`config.mk`:
```
export PLATFORM = sky130hd
export DESIGN_NAME = lcd_frame_streamer
export DESIGN_NICKNAME = d
export VERILOG_FILES = /design/src/rtl/lcd_frame_streamer.sv
export SDC_FILE = /design/constraint.sdc
export NUM_CORES = 1
export LEC_CHECK = 0
export ABC_AREA = 0
export BUFFER_PORTS_ARGS = -buffer_cell sky130_fd_sc_hd__clkbuf_2
export CORE_MARGIN = 3
export CORE_UTILIZATION = 45
export CTS_BUF_LIST = sky130_fd_sc_hd__clkbuf_4 sky130_fd_sc_hd__clkbuf_8 sky130_fd_sc_hd__clkbuf_16
export CTS_CLUSTER_SIZE = 20
export DETAILED_ROUTE_END_ITERATION = 6
export PLACE_DENSITY_LB_ADDON = 0.12
export SLEW_MARGIN = 20
export SYNTH_ARGS = -nofsm -noshare
export SYNTH_HDL_FRONTEND = slang
export SYNTH_SLANG_ARGS = --single-unit
```
`constraint.sdc`:
```
create_clock -name clk -period 8.3 [get_ports clk]
set_input_delay 0.415 -clock clk [delete_from_list [all_inputs] [get_ports clk]]
set_output_delay 0.415 -clock clk [all_outputs]
set_load 0.05 [all_outputs]
```
`src/rtl/lcd_frame_streamer.sv`:
```
// 2x16 character buffer feeding an HD44780 byte engine: on any change it streams one frame of
// {is_data, byte} beats. Forced periodic redraw when LCD_FRAME_STREAMER_AUTO_REFRESH_EN is defined.
module lcd_frame_streamer #(
    parameter int          COLS        = 16,
    parameter int          ROWS        = 2,
    parameter logic [7:0]  ROW1_BASE   = 8'h40,
    parameter int unsigned REFRESH_CYC = 5_000_000
) (
    input  logic       clk,
    input  logic       rst,
    input  logic       wr_en,
    input  logic [4:0] wr_addr,
    input  logic [7:0] wr_data,
    input  logic       init_done,
    output logic       out_valid,
    output logic       out_is_data,
    output logic [7:0] out_byte,
    input  logic       out_ready,
    output logic       busy,
    output logic       frame_done
);
    localparam logic [4:0] COLS_LIM = 5'(COLS);
    localparam logic [1:0] ROWS_LIM = 2'(ROWS);
    localparam logic [3:0] LAST_COL = 4'(COLS - 1);
    localparam logic       LAST_ROW = 1'(ROWS - 1);
    localparam logic [7:0] CMD_ROW0 = 8'h80;
    localparam logic [7:0] CMD_ROW1 = 8'h80 | ROW1_BASE;

    typedef enum logic [1:0] {S_IDLE, S_ROWCMD, S_CHAR, S_FIN} state_t;

    state_t     state, state_next;
    logic [7:0] cells [2][16];
    logic       dirty, dirty_next;
    logic       row, row_next;
    logic [3:0] col, col_next, col_inc;
    logic       valid_next, is_data_next, busy_next, done_next;
    logic [7:0] byte_next;
    logic       wr_ok, accept, start, refresh_hit;

    assign wr_ok   = wr_en && ({1'b0, wr_addr[4]} < ROWS_LIM) && ({1'b0, wr_addr[3:0]} < COLS_LIM);
    assign accept  = out_valid && out_ready;
    assign start   = (state == S_IDLE) && dirty && init_done;
    assign col_inc = col + 4'd1;

    // NOTE: the buffer sits in the async reset so the display powers up blank; this keeps it in flops, not RAM.
    always_ff @(posedge clk or posedge rst) begin
        if (rst) begin
            for (int r = 0; r < 2; r++)
                for (int c = 0; c < 16; c++)
                    cells[r][c] <= 8'h20;
        end else if (wr_ok) begin
            cells[wr_addr[4]][wr_addr[3:0]] <= wr_data;
        end
    end

`ifdef LCD_FRAME_STREAMER_AUTO_REFRESH_EN
    logic [31:0] idle_cnt;
    logic        idle_wrap;

    assign idle_wrap   = (state == S_IDLE) && (idle_cnt == 32'(REFRESH_CYC - 1));
    assign refresh_hit = idle_wrap && !start;

    always_ff @(posedge clk or posedge rst) begin
        if (rst)
            idle_cnt <= 32'd0;
        else if ((state != S_IDLE) || idle_wrap)
            idle_cnt <= 32'd0;
        else
            idle_cnt <= idle_cnt + 32'd1;
    end
`else
    assign refresh_hit = 1'b0;
`endif

    // A write landing in the start cycle must keep dirty set, so it is applied last.
    always_comb begin
        dirty_next = dirty;
        if (start)
            dirty_next = 1'b0;
        if (refresh_hit || wr_ok)
            dirty_next = 1'b1;
    end

    // NOTE: every output of this block gets a default first, so no path can infer a latch.
    always_comb begin
        state_next   = state;
        row_next     = row;
        col_next     = col;
        valid_next   = out_valid;
        is_data_next = out_is_data;
        byte_next    = out_byte;
        busy_next    = busy;
        done_next    = 1'b0;
        unique case (state)
            S_IDLE: begin
                if (dirty && init_done) begin
                    row_next     = 1'b0;
                    col_next     = 4'd0;
                    byte_next    = CMD_ROW0;
                    is_data_next = 1'b0;
                    valid_next   = 1'b1;
                    busy_next    = 1'b1;
                    state_next   = S_ROWCMD;
                end
            end
            S_ROWCMD: begin
                if (accept) begin
                    byte_next    = cells[row][4'd0];
                    is_data_next = 1'b1;
                    state_next   = S_CHAR;
                end
            end
            S_CHAR: begin
                if (accept) begin
                    if (col < LAST_COL) begin
                        col_next  = col_inc;
                        byte_next = cells[row][col_inc];
                    end else if (row < LAST_ROW) begin
                        row_next     = 1'b1;
                        col_next     = 4'd0;
                        byte_next    = CMD_ROW1;
                        is_data_next = 1'b0;
                        state_next   = S_ROWCMD;
                    end else begin
                        valid_next = 1'b0;
                        done_next  = 1'b1;
                        state_next = S_FIN;
                    end
                end
            end
            S_FIN: begin
                busy_next  = 1'b0;
                state_next = S_IDLE;
            end
            default: state_next = S_IDLE;
        endcase
    end

    // NOTE: state registers use non-blocking assignment so all flops update from pre-edge values.
    always_ff @(posedge clk or posedge rst) begin
        if (rst) begin
            state       <= S_IDLE;
            dirty       <= 1'b1;
            row         <= 1'b0;
            col         <= 4'd0;
            out_valid   <= 1'b0;
            out_is_data <= 1'b0;
            out_byte    <= 8'h00;
            busy        <= 1'b0;
            frame_done  <= 1'b0;
        end else begin
            state       <= state_next;
            dirty       <= dirty_next;
            row         <= row_next;
            col         <= col_next;
            out_valid   <= valid_next;
            out_is_data <= is_data_next;
            out_byte    <= byte_next;
            busy        <= busy_next;
            frame_done  <= done_next;
        end
    end

endmodule

```
After elaboration in Yosys (flattened, before gate mapping)
Cells that the tools add are included.
{"block": "totals", "reg_bits": 276, "latchBits": 0, "mem_bits_rw": 0, "mem_bits_ro": 0, "in_bits": 18, "out_inout_bits": 12, "elab_cells": 132, "memories": 0}
{"block": "op_classes", "add_sub_neg": 1, "n_mul": 0, "div": 0, "n_lt_le_gt_ge": 8, "n_eq_ne": 10, "shifts": 0, "muxes": 50, "bitwise": 4, "reduce_logical": 18}
{"op": "128-bit two-way mux", "count": 4}
{"op": "256-bit bitwise mux", "count": 1}
{"op": "128-bit demux with 1-bit select", "count": 1}
{"op": "8-bit two-way mux", "count": 8}
{"op": "8-bit binary-select mux with 4-bit select", "count": 1}
{"op": "8-bit demux with 4-bit select", "count": 1}
{"op": "8-bit case mux with 3 select lines", "count": 1}
{"op": "1-bit two-way mux", "count": 18}
{"op": "4-bit two-way mux", "count": 4}
{"op": "5-bit AND reduction", "count": 3}
{"op": "5-bit greater-or-equal comparator, second input constant", "count": 2}
{"op": "2-bit two-way mux", "count": 5}
{"op": "2-bit inequality test, second input constant", "count": 5}
{"op": "4-bit NOT with 5-bit output", "count": 2}
{"op": "2-bit case mux with 4 select lines", "count": 1}
{"op": "4-bit case mux with 2 select lines", "count": 1}
{"op": "4-bit AND reduction", "count": 2}
{"op": "1-bit logical AND", "count": 6}
{"op": "1-bit case mux with 2 select lines", "count": 3}
{"op": "6-bit AND reduction", "count": 1}
{"op": "2-bit nonzero test", "count": 3}
{"op": "5-bit by 1-bit less-than comparator with 1-bit output, second input constant", "count": 1}
{"op": "4-bit by 1-bit adder with 4-bit output, second input constant", "count": 1}
{"op": "2-bit == test, second input constant", "count": 2}
{"op": "12 further kinds", "count": 14}

Logic depth before layout (Yosys ltp)
{"block": "depth", "ltp_word": 10, "depth_mapped": 9}

Worst setup path before layout
Ideal clock, no wire load.
{"block": "synth_path", "kind": "register to register", "from": "reg state[0]", "to": "reg out_byte[0]", "arrival_time_ns": 2.025, "required_time_ns": 8.169, "slack_ns": 6.144, "stages_incl_launch_ff": 9, "cell_sequence": "dfrtp_1 inv_1 ha_1 a21boi_1 or3_1 or2_1 clkbuf_1 a22oi_1 o21ai_0"}
{"block": "synth_via", "elab_chain_len": 3}
{"item": "start: declaration", "line_no": "31", "source": "state_t state, state_next;"}
{"item": "start signal: assignment", "line_no": "152", "source": "state <= state_next;"}
{"item": "2-bit == test, or another cell as far along", "line_no": "94", "source": "unique case (state)"}
{"item": "3-bit inequality test (no line), or another cell as far along"}
{"item": "5-bit AND reduction (no line)"}
{"item": "end signal: assignment", "line_no": "158", "source": "out_byte <= byte_next;"}
{"item": "end: declaration", "line_no": "17", "source": "output logic [7:0] out_byte,"}
Parallel ways exist; a longest one is shown, timed or not.
A chain may end at the register's enable or synchronous reset.

Worst setup path in the final report
{"block": "layout_path", "from": "reg col[0]", "to": "reg out_byte[0]"}
{"block": "layout_via", "elab_chain_len": 8}
{"item": "start: declaration", "line_no": "35", "source": "logic [3:0] col, col_next, col_inc;"}
{"item": "start signal: assignment", "line_no": "155", "source": "col <= col_next;"}
{"item": "4-bit by 1-bit adder with 4-bit output", "line_no": "43", "source": "assign col_inc = col + 4'd1;"}
{"item": "4-bit NOT with 5-bit output (not written as such)", "line_no": "117", "source": "byte_next = cells[row][col_inc];"}
{"item": "8-bit binary-select mux with 4-bit select", "line_no": "117"}
{"item": "8-bit two-way mux (not written as such) (2 in series)", "line_no": "117"}
{"item": "8-bit two-way mux", "line_no": "115", "source": "if (col < LAST_COL) begin"}
{"item": "8-bit two-way mux", "line_no": "114", "source": "if (accept) begin"}
{"item": "8-bit case mux with 3 select lines", "line_no": "94"}
Parallel ways exist; a longest one is shown, timed or not. The select of a mux whose other input is x is not followed.

==> impl.org <==
** Logic synthesis
- Synthesis produced a netlist with a net count of 891.
- In this run, synthesis produced a sequential element count of 276.
- The synthesized design spends more area on one cell type than any other, namely dfrtp_1.
- Post-synthesis async set-or-reset flop share :: 1.000
- In the post-synthesis netlist, the biggest area contributors are dfrtp_1, mux2_2, mux4_2, dfstp_2, mux4_1.
- The most used flip-flop cell after synthesis is dfrtp_1.
- Total number of yosys warnings :: 0
- The synthesized design contains 0 enable-type register cells.
- Synth Area per Inst :: 15.12 sq um
- Share of Yosys cell area claimed by the top area cell type :: 0.4638
- Summing every instance area after synthesis gives 13110 sq um.
- The synthesized netlist contains 49 unique library cells.
- Part of the Yosys area used for sequential elements :: 0.5299
- Yosys instantiated no cell more often than mux2_2.
- Synth cell count leaders :: mux2_2, dfrtp_1, mux4_2
- The cell count after synthesis came out at 867.

** Finish
- The filler cells instantiated in the layout total 2353.
- Number of nets in the final layout :: 895
- Number of antenna cells inserted :: 0
- Layout cell share with drive strength beyond 1 :: 0.5089
- Synthesis-to-layout area growth :: 11.12%

** CTS
- The number of setup buffers added after CTS is 0.
- Clock latency on the worst-skew pair :: 550 ps
- Hold repair after CTS inserted 0 buffers.
- Post-CTS sizing :: 0
- The tree built by TritonCTS fans out to 276 sinks.
- Clock tree from TritonCTS :: built
- In this run the deepest clock path goes through 3 buffers.
- In this run the number of H-tree levels came out at 1.
- In this run, CTS created clock tree buffers numbering 31.
- After clock tree synthesis, the clock-pin slew on the worst setup and hold paths is 60 ps.
- In this run the clock root is driven by a clkbuf_16.

** STA
- Setup repair after global routing left no endpoint under its margin.
- Hold Fails Final Rpt :: 0
- Setup TNS Final :: 0 ps
- The routed design could run at a clock period as short as 3247 ps.
- Part of the cycle the worst path needs :: 0.3912
- The final number of max-transition violations came to 0.
- On the final layout, the worst hold slack is 61.59 ps.
- At the pin with the least slew margin, the transition time is 1022 ps.
- The clock arrives with 13.10 ps of skew.
- Highest clock rate :: 308.0 MHz
- Setup violations remaining at the end of the flow were counted as 0.
- The worst pin sits at a relative slew slack of 0.3189.

** Job
- The tool flagged a number of max-cap violations equal to 0.

** Power
- Power density of the placed cells :: 323.6 nW/um^2
- For this design the static power due to leakage is 6.316 nW.
- Overall Power :: 4.714 mW
- Max rail drop VDD :: 0.0001987 V

** Setup path
- Arrival time reported for the critical path endpoint :: 3710 ps
- The worst register-to-register path begins at col[0]$_DFFE_PP0P_.
- Along the worst path, the maximum fanout reaches 30.
- The endpoint identified for the worst register-to-register timing path is out_byte[0]$_DFFE_PP0P_.
- The worst register-to-register path has a depth of 5.
- The worst setup path is launched from a flop.
- Setup slack on the worst flop-to-flop path :: 5050 ps
- The critical path starts at col[0]$_DFFE_PP0P_.
- Required time at the endpoint of the critical path :: 8760 ps
- STA classifies the critical path endpoint as a flop.
- The critical path in this run is classified as flop to flop.

** Floorplan
- Starting Density :: 0.4643
- Pin placement for this block handled 30 I/O pins.
- Vertical die dimension :: 176.7 um
- Core region area :: 28240 sq um
- In this run the horizontal extent of the chip is 176.7 um.
- The die covers 31220 sq um.
- Number of rows in the core area :: 61

** Routing
- The final route contains 7588 vias.
- Drt first pass iters :: 5
- Wires add up to 31680 um.
- Count of routing violations after the opening detailed-route iteration :: 527
- After detailed routing, the number of remaining DRC violations is 0.
- Routed wire per std cell :: 24.91 um
- Once detail routing completed, the nets flagged for antenna violations numbered 0.
- Per-cell via count in the routed design :: 5.965

** GRT
- First-pass GRT wire length :: 49360 um
- The number of antenna violations at the first check in global routing came to 0.
- Entering global routing, the biggest net connects 141 pins.
- Global-route total usage across every layer :: 0.2071
- The total overflow left after global routing is 0.
- Number of global-route vias before repair :: 7993

** Run status
- The run finished with clean final reports.

** Placed design
- After legalization and detailed placement, the total HPWL measured 20670 um.
- In this run the tool buffered the top-level ports with 29 buffer cells.
- Routability Congestion :: 0.9012

** Min path
- HP Class :: input pin to asynchronous set/reset pin
[placed cells by master (no fill, tap or decap), drive strengths merged, types with 3 or more instances in the layout]
cell type  Yosys  layout
bufinv         0       3
mux2i         31      31
a31oi          3       3
o32ai          5       5
a21boi         3       3
a22oi          6       6
mux2         264     264
nand2b         5       5
nand4          3       3
o21ai         12      12
nand2         25      25
or3            4       4
inv            8       8
a21oi          5       5
mux4          66      66
buf           29       6
ha             6       6
a311oi         5       5
nor3          17      17
nand3          9       9
dfrtp        243     243
clkinv         0       5
clkbuf        35      75
nor2          23      23
nor4           5       5
dfstp         33      33
nor2b          3       3
[sequential cells by signal (all words and copies together) (netlist names)]
register,flops
out_is_data,1
state,2
cells,256
frame_done,1
out_valid,1
row,1
out_byte,8
dirty,1
busy,1
col,4
[stage by stage]
stage	setup WS, ps	instance area (sq um)	cells	utilization
finish	5053	14570	1272	0.5159
detailed placement	5059	13490	1216	0.4778
global placement	5065	13480	1216	0.4775
CTS	5053	14560	1272	0.5156
floorplan	330.8	13110	867	-
global route	4846	14570	1272	0.5159
[worst max path at each step]
stage,cells after the start,to,slack (ps)
2_1_floorplan,1,busy$_DFFE_PP0P_,330
5_1_grt,7,out_byte[1]$_DFFE_PP0P_,4850
3_3_place_gp,7,out_byte[2]$_DFFE_PP0P_,5070
3_5_place_dp,7,out_byte[2]$_DFFE_PP0P_,5060
4_1_cts,7,out_byte[2]$_DFFE_PP0P_,5050
6_report,5,out_byte[0]$_DFFE_PP0P_,5050
[metal layers]
layer,global-route usage,part of all wire,vias up
met4,0.05368,0.028,0
li1,-,-,3261
met5,0,0,-
met3,0.03561,0.050,50
met2,0.3329,0.47,200
met1,0.2953,0.45,4077
[worst max-delay path, stage by stage, from the launching register on]
cell,delay (ps)
dfrtp_4,690
ha_1,1070
nand3_1,510
o32ai_1,580
a22oi_1,150
o21ai_0,130
[layout make-up]
cell class | count | area (sq um) | area share
Clock buffer | 46 | 938.4 | 0.06441
Clock inverter | 10 | 130.1 | 0.008932
Inverter | 8 | 37.54 | 0.002576
Multi-Input combinational cell | 519 | 5844 | 0.4012
Sequential cell | 276 | 6955 | 0.4774
Tap cell | 378 | 473.0 | 0.03246
Timing Repair Buffer | 35 | 190.2 | 0.01305
[report_power, final]
part	total, mW	internal [mW]	switching [mW]
logic	1.44	0.701	0.740
registers	1.87	1.65	0.220
clock network	1.40	0.869	0.535
[cell families (layout without fill, tap and decap cells)]
logic type      Yosys count  in the layout  share of synthesized area
mux                     361            361                     0.3681
flops                   276            276                     0.5299
simple gates            100            100                    0.03979
buf+inv                  72             99                    0.02701
compound gates           49             49                    0.02691
fa+ha+maj                 6              6                   0.005726
xor+xnor                  3              3                   0.002577
Power figures use the tool's default switching activity.
